## src/rtl/video_timing.sv

```systemverilog
// Free-running video timing generator with a DVI/VGA output stage aligned to the controller's pixel latency.
// Optional feature macro: VIDEO_TIMING_FRAME_IRQ_EN adds the o_frame_irq output.

module video_timing #(
  parameter int H_ACTIVE      = 640,
  parameter int H_FRONT       = 16,
  parameter int H_SYNC        = 96,
  parameter int H_BACK        = 48,
  parameter int V_ACTIVE      = 480,
  parameter int V_FRONT       = 10,
  parameter int V_SYNC        = 2,
  parameter int V_BACK        = 33,
  parameter bit H_SYNC_POL    = 1'b0,
  parameter bit V_SYNC_POL    = 1'b0,
  parameter int PIXEL_LATENCY = 3
) (
  input  logic        i_clock,
  input  logic        i_reset,
  output logic        o_video_hblank,
  output logic        o_video_vblank,
  output logic [10:0] o_video_pos_x,
  output logic [10:0] o_video_pos_y,
  input  logic [31:0] i_video_rdata,
  output logic        o_dvi_hsync,
  output logic        o_dvi_vsync,
  output logic        o_dvi_de,
  output logic [23:0] o_dvi_rgb
`ifdef VIDEO_TIMING_FRAME_IRQ_EN
  ,
  output logic        o_frame_irq
`endif
);

  localparam int H_TOTAL = H_ACTIVE + H_FRONT + H_SYNC + H_BACK;
  localparam int V_TOTAL = V_ACTIVE + V_FRONT + V_SYNC + V_BACK;
  localparam int H_SS    = H_ACTIVE + H_FRONT;
  localparam int H_SE    = H_SS + H_SYNC;
  localparam int V_SS    = V_ACTIVE + V_FRONT;
  localparam int V_SE    = V_SS + V_SYNC;

  if (H_TOTAL > 2048 || V_TOTAL > 2048) begin : g_bad_total
    $error("video_timing: H_TOTAL/V_TOTAL must not exceed 2048");
  end
  if (PIXEL_LATENCY < 1 || PIXEL_LATENCY > 8) begin : g_bad_latency
    $error("video_timing: PIXEL_LATENCY must be 1..8");
  end

  typedef struct packed {
    logic de;
    logic hs;
    logic vs;
  } tap_t;

  logic [10:0] r_hcount, r_vcount;
  logic        w_h_wrap, w_v_wrap, w_h_vis, w_v_vis, w_h_sync, w_v_sync;

  assign w_h_wrap = (r_hcount == 11'(H_TOTAL - 1));
  assign w_v_wrap = (r_vcount == 11'(V_TOTAL - 1));
  assign w_h_vis  = ({1'b0, r_hcount} < 12'(H_ACTIVE));
  assign w_v_vis  = ({1'b0, r_vcount} < 12'(V_ACTIVE));
  assign w_h_sync = ({1'b0, r_hcount} >= 12'(H_SS)) && ({1'b0, r_hcount} < 12'(H_SE));
  assign w_v_sync = ({1'b0, r_vcount} >= 12'(V_SS)) && ({1'b0, r_vcount} < 12'(V_SE));

  always_ff @(posedge i_clock) begin
    if (i_reset) begin
      r_hcount <= '0;
      r_vcount <= '0;
    end else begin
      r_hcount <= w_h_wrap ? 11'd0 : r_hcount + 11'd1;
      if (w_h_wrap)
        r_vcount <= w_v_wrap ? 11'd0 : r_vcount + 11'd1;
    end
  end

  // Controller-facing stage: registered snapshot of the counters.
  logic        r_hvis, r_vvis, r_hs, r_vs;
  logic [10:0] r_pos_x, r_pos_y;

  always_ff @(posedge i_clock) begin
    if (i_reset) begin
      r_hvis  <= 1'b0;
      r_vvis  <= 1'b0;
      r_hs    <= 1'b0;
      r_vs    <= 1'b0;
      r_pos_x <= '0;
      r_pos_y <= '0;
    end else begin
      r_hvis  <= w_h_vis;
      r_vvis  <= w_v_vis;
      r_hs    <= w_h_sync;
      r_vs    <= w_v_sync;
      r_pos_x <= w_h_vis ? r_hcount : 11'd0;
      r_pos_y <= w_v_vis ? r_vcount : 11'd0;
    end
  end

  assign o_video_hblank = r_hvis;
  assign o_video_vblank = r_vvis;
  assign o_video_pos_x  = r_pos_x;
  assign o_video_pos_y  = r_pos_y;

  // Sync/DE travel alongside the controller's pixel pipeline so the tail lines up with i_video_rdata.
  tap_t [PIXEL_LATENCY-1:0] r_dly_pipe;
  tap_t                     w_tap_in, w_tail;

  assign w_tap_in = {r_hvis & r_vvis, r_hs, r_vs};
  assign w_tail   = r_dly_pipe[PIXEL_LATENCY-1];

  always_ff @(posedge i_clock) begin
    if (i_reset) begin
      r_dly_pipe <= '0;
    end else begin
      r_dly_pipe[0] <= w_tap_in;
      for (int i = 1; i < PIXEL_LATENCY; i++)
        r_dly_pipe[i] <= r_dly_pipe[i-1];
    end
  end

  logic        r_dvi_hsync, r_dvi_vsync, r_dvi_de;
  logic [23:0] r_dvi_rgb;

  always_ff @(posedge i_clock) begin
    if (i_reset) begin
      r_dvi_hsync <= ~H_SYNC_POL;
      r_dvi_vsync <= ~V_SYNC_POL;
      r_dvi_de    <= 1'b0;
      r_dvi_rgb   <= '0;
    end else begin
      r_dvi_hsync <= w_tail.hs ? H_SYNC_POL : ~H_SYNC_POL;
      r_dvi_vsync <= w_tail.vs ? V_SYNC_POL : ~V_SYNC_POL;
      r_dvi_de    <= w_tail.de;
      r_dvi_rgb   <= w_tail.de ? i_video_rdata[23:0] : 24'd0;
    end
  end

  assign o_dvi_hsync = r_dvi_hsync;
  assign o_dvi_vsync = r_dvi_vsync;
  assign o_dvi_de    = r_dvi_de;
  assign o_dvi_rgb   = r_dvi_rgb;

  logic w_unused_rdata;
  assign w_unused_rdata = ^i_video_rdata[31:24];

`ifdef VIDEO_TIMING_FRAME_IRQ_EN
  // Fires in the cycle o_video_vblank first drops, i.e. vcount has just reached V_ACTIVE.
  logic r_frame_irq;

  always_ff @(posedge i_clock) begin
    if (i_reset)
      r_frame_irq <= 1'b0;
    else
      r_frame_irq <= (r_vcount == 11'(V_ACTIVE)) && (r_hcount == 11'd0);
  end

  assign o_frame_irq = r_frame_irq;
`endif

endmodule

```

## config.mk

```make
export PLATFORM = sky130hd
export DESIGN_NAME = video_timing
export DESIGN_NICKNAME = d
export VERILOG_FILES = /design/src/rtl/video_timing.sv
export SDC_FILE = /design/constraint.sdc
export NUM_CORES = 1
export LEC_CHECK = 0
export CAP_MARGIN = 20
export CORE_ASPECT_RATIO = 1.25
export CORE_UTILIZATION = 30
export DETAILED_ROUTE_END_ITERATION = 10
export REMOVE_ABC_BUFFERS = 1
export SLEW_MARGIN = 5
export SYNTH_ARGS = -nofsm -noshare
export SYNTH_HDL_FRONTEND = slang
export SYNTH_SLANG_ARGS = --single-unit
```

## constraint.sdc

```tcl
create_clock -name i_clock -period 3 [get_ports i_clock]
set_clock_uncertainty 0.2 [all_clocks]
set_input_delay 0.45 -clock i_clock [delete_from_list [all_inputs] [get_ports i_clock]]
set_output_delay 0.45 -clock i_clock [all_outputs]
set_load 0.01 [all_outputs]
```

# Word level (Yosys, flattened, before mapping)
# Index checks and enable logic that the tools add are counted.
# word_totals
wordCells	44
output_inout_bits	51
regBits	84
in_bits	34
# op_classes
eq_ne	2
order_cmp	6
reduce_logical	6
addsub	2
muxes	3
n_bitwise	4
# op_table
op	count
$add 11x1->11 const B	2
$eq 11x10->1 const B	2
$lt 11x10->1 const B	2
$lt 11x9->1 const B	2
$ge 11x10->1 const B	1
$ge 11x9->1 const B	1
$mux 11	1
$reduce_or 2->1	4
$not 1->1	3
$logic_and 1x1->1	2
$mux 1	2
$and 1x1->1	1

# Logic depth before layout (Yosys ltp)
# depth
depth_word	3
mapped_depth	6
depth_no_buf	6

# Worst setup path before layout
# Ideal clock, no wire load.
# synth_timing
path_kind	register to register
startpoint	register r_hcount[0]
endpoint	register r_vcount[6]
path_buffers	1
synth_period_minus_slack_ns	2.192
slack_ns	0.808
required_ns	2.730
stages_incl_launch_ff	7
arrival_time_ns	1.922
setup_ns	0.070
path_cell_list	dfxtp_1 ha_1 nand4_2 or3_4 buf_6 or4_1 a21oi_1
# synth_via
elab_chain_len	1
# synth_lines
element	line_no	rtl
from (decl)	54	logic [10:0] r_hcount, r_vcount;
from (signal assigned)	69	r_hcount <= w_h_wrap ? 11'd0 : r_hcount + 11'd1;
$eq 11x10->1	57	assign w_h_wrap = (r_hcount == 11'(H_TOTAL - 1));
to (signal assigned)	71	r_vcount <= w_v_wrap ? 11'd0 : r_vcount + 11'd1;
to (decl)	54	
# Every way passes these cells.
# A chain may end at the register's enable or synchronous reset.

# Worst setup path in the final report
# layout_timing
startpoint	register r_hcount[0]
endpoint	register r_vcount[10]
# Same word-level chain as after synthesis.

==> flow_summary.yaml <==
run_status:
  outcome: "complete, no violations"
finish:
  drive_above_1_share_pct: 6.590
  diodes: 0
  area_growth_pct: 39.86
  num-nets-final: 382
die:
  top_level_ports: 85
  die_w_um: 87.78
  die-area_um2: 9586
  start_util_pct: 31.37
  placementRows: 38
  core_um2: 8796
  die_h_um: 109.2
timing:
  rsz0062_at_grt: "no"
  setup_viol: 0
  fmax_ghz: 0.4304
  hold_viol: 0
  min_period_ns: 2.323
  holdWs_ns: 0.1792
  slew_violations: 0
  fin_crit_sh_pct: 77.45
  setup_tns_ns: 0
global_route:
  grt_overflow: 0
  grt_pass1_vias: 1765
  grt_pass1_wl_mm: 8.010
  grt_max_degree: 26
  antenna_found_initial: 0
  gr-usage-all-layers_pct: 11.21
placed_design:
  globalplace.congestion: 0.7751
  portBuffers: 76
  dp_hpwl_mm: 3.752
synthesis:
  synth.yosys.warnings: 0
  ys_types: 35
  synth_area_um2: 2759
  yosys_most_used_dff: "dfxtp_1"
  synth_area_leader_cell: "dfxtp_1"
  synth_edf_count: 0
  ys_top_cells_by_count: "84 x dfxtp_1, 40 x and2_1, 20 x nor2_1"
  synth_most_common_cell: "dfxtp_1"
  syn_inst: 262
  syn_area_per_cell_um2: 10.53
  ys_seq_area_share_pct: 60.95
  synth_seq_cells: 84
  synth_top_area_share_pct: 60.95
  synthTopCellsByArea: "dfxtp_1 61%, and2_1 9.1%, nor2_1 2.7%"
  synthArstFlopShare_pct: 0
setup_path:
  rrSetupSlack_ns: 0.68
  crit_type: "reg -> reg"
  cp_slowest_cell: "or4_1"
  crit_required_ns: 3.07
  worstSetupStartpointType: "flop"
  cp_max_fo: 9
  worstSetupEndpointType: "flop"
  crit_cells: 5
  arrival_ns: 2.40
  rr_worst_depth: 5
  critPathBufInv: 0
  slowest_delay_ns: 0.63
  crit_path_frequent_cell: "or4_1"
  critPathTopFamily: "simple AND/OR/NAND/NOR gates"
  cp_cell_sequence: "ha_1, nand4_2, or4_1, or4_1, a21oi_1"
clock_network:
  cts_hold_buf: 0
  cts_setup_buffers: 0
  clk_pin_slew_ns: 0.08
  clock-root-buffer: "clkbuf_8"
  cts_buffers: 9
  clk_latency_ns: 0.34
  htree_levels: 3
  clock_path_buffers: 2
  cts_tree: "yes"
  ctsResizeCount: 0
  cts.sinks: 84
routing:
  via_count: 2049
  drtIter0Drc: 63
  wl_per_cell_um: 11.45
  drc: 0
  firstDrtPassIters: 4
  via_per_inst: 4.369
  drt_wl_total_mm: 5.371
  postRouteAntennaNets: 0
flow_run:
  cap_violations: 0
hold_path:
  holdPathStages: 1
  hp-class: "reg -> reg"
pwr:
  leakagePower_nw: 1.399
  vdd.ir_drop.worst_mv: 0.1727
  cellPowerDensity_nw_per_um2: 525.9
  power_mw: 2.029
area by class of cell:
type                            count  area (um2)
Timing Repair Buffer               81       798.3
Multi-Input combinational cell    163        1003
Sequential cell                    84        1682
Fill cell                         837        4937
Clock inverter                      1       30.03
Inverter                            6       22.52
Clock buffer                       14       172.7
Tap cell                          120       150.1
state kept, by name, summed over array words and instances (netlist names):
signal,flops
o_dvi_de,1
o_dvi_vsync,1
r_vs,1
r_vcount,11
o_video_vblank,1
r_hcount,11
o_video_pos_x,11
o_dvi_hsync,1
o_dvi_rgb,24
r_hs,1
o_video_pos_y,11
r_dly_pipe,9
o_video_hblank,1
stage by stage:
stage                     instance area (um2)  setup WS (ns)  instances  util [%]
after floorplan                          2708         0.8743        253         -
after global placement                   3656         0.7188        454     41.56
after detailed placement                 3656         0.6929        454     41.56
after CTS                                3859         0.6784        469     43.87
after global routing                     3859         0.5416        469     43.87
final                                    3859         0.6765        469     43.87
power by group:
part	total (mW)	internal, mW	switching, mW
logic	0.0809	0.0521	0.0289
registers	1.13	1.13	0.00640
clock network	0.816	0.450	0.366
kinds of logic after synthesis:
kind of cell / after synthesis / share of synthesized area (%)
compound gates: 18 / 4.309
xor+xnor: 11 / 3.492
fa+ha+maj: 3 / 1.361
buf+inv: 17 / 2.947
flops: 84 / 60.95
other cells: 1 / 0.1359
simple gates: 128 / 26.80
layer usage:
metal / up-vias / wire [um] / GRT usage, %
met1: 900 / 2212 / 12.10
met2: 99 / 2427 / 17.39
li1: 1037 / - / -
met4: 0 / 170 / 9.016
met5: - / 0 / 0
met3: 13 / 561 / 4.239
cells in the final DEF (no fill, tap or decap), drive strengths merged:
cell type / count
dfxtp: 84
clkdlybuf4s50: 76
and2: 40
nor2: 20
clkbuf: 14
nand3: 12
nand2: 11
nor2b: 9
nor4: 8
xnor2: 8
a21oi: 8
or4: 7
inv: 6
nor3: 6
o31ai: 5
buf: 5
nand4: 4
xor2: 3
nand2b: 3
ha: 3
conb: 3
o41ai: 2
or4b: 2
or2: 1
nand4bb: 1
or3: 1
or2b: 1
o21bai: 1
o21ai: 1
o21a: 1
and4: 1
nor4b: 1
bufinv: 1
path summary, 6_finish.rpt:
check / from / to
worst max-delay path: r_hcount[0] / r_vcount[10]
worst min-delay path: r_dly_pipe[7] / o_dvi_hsync
worst max register to register: r_hcount[0] / r_vcount[10]
worst min register to register: r_dly_pipe[7] / o_dvi_hsync
Note: power is estimated with default switching activity, not from simulation.
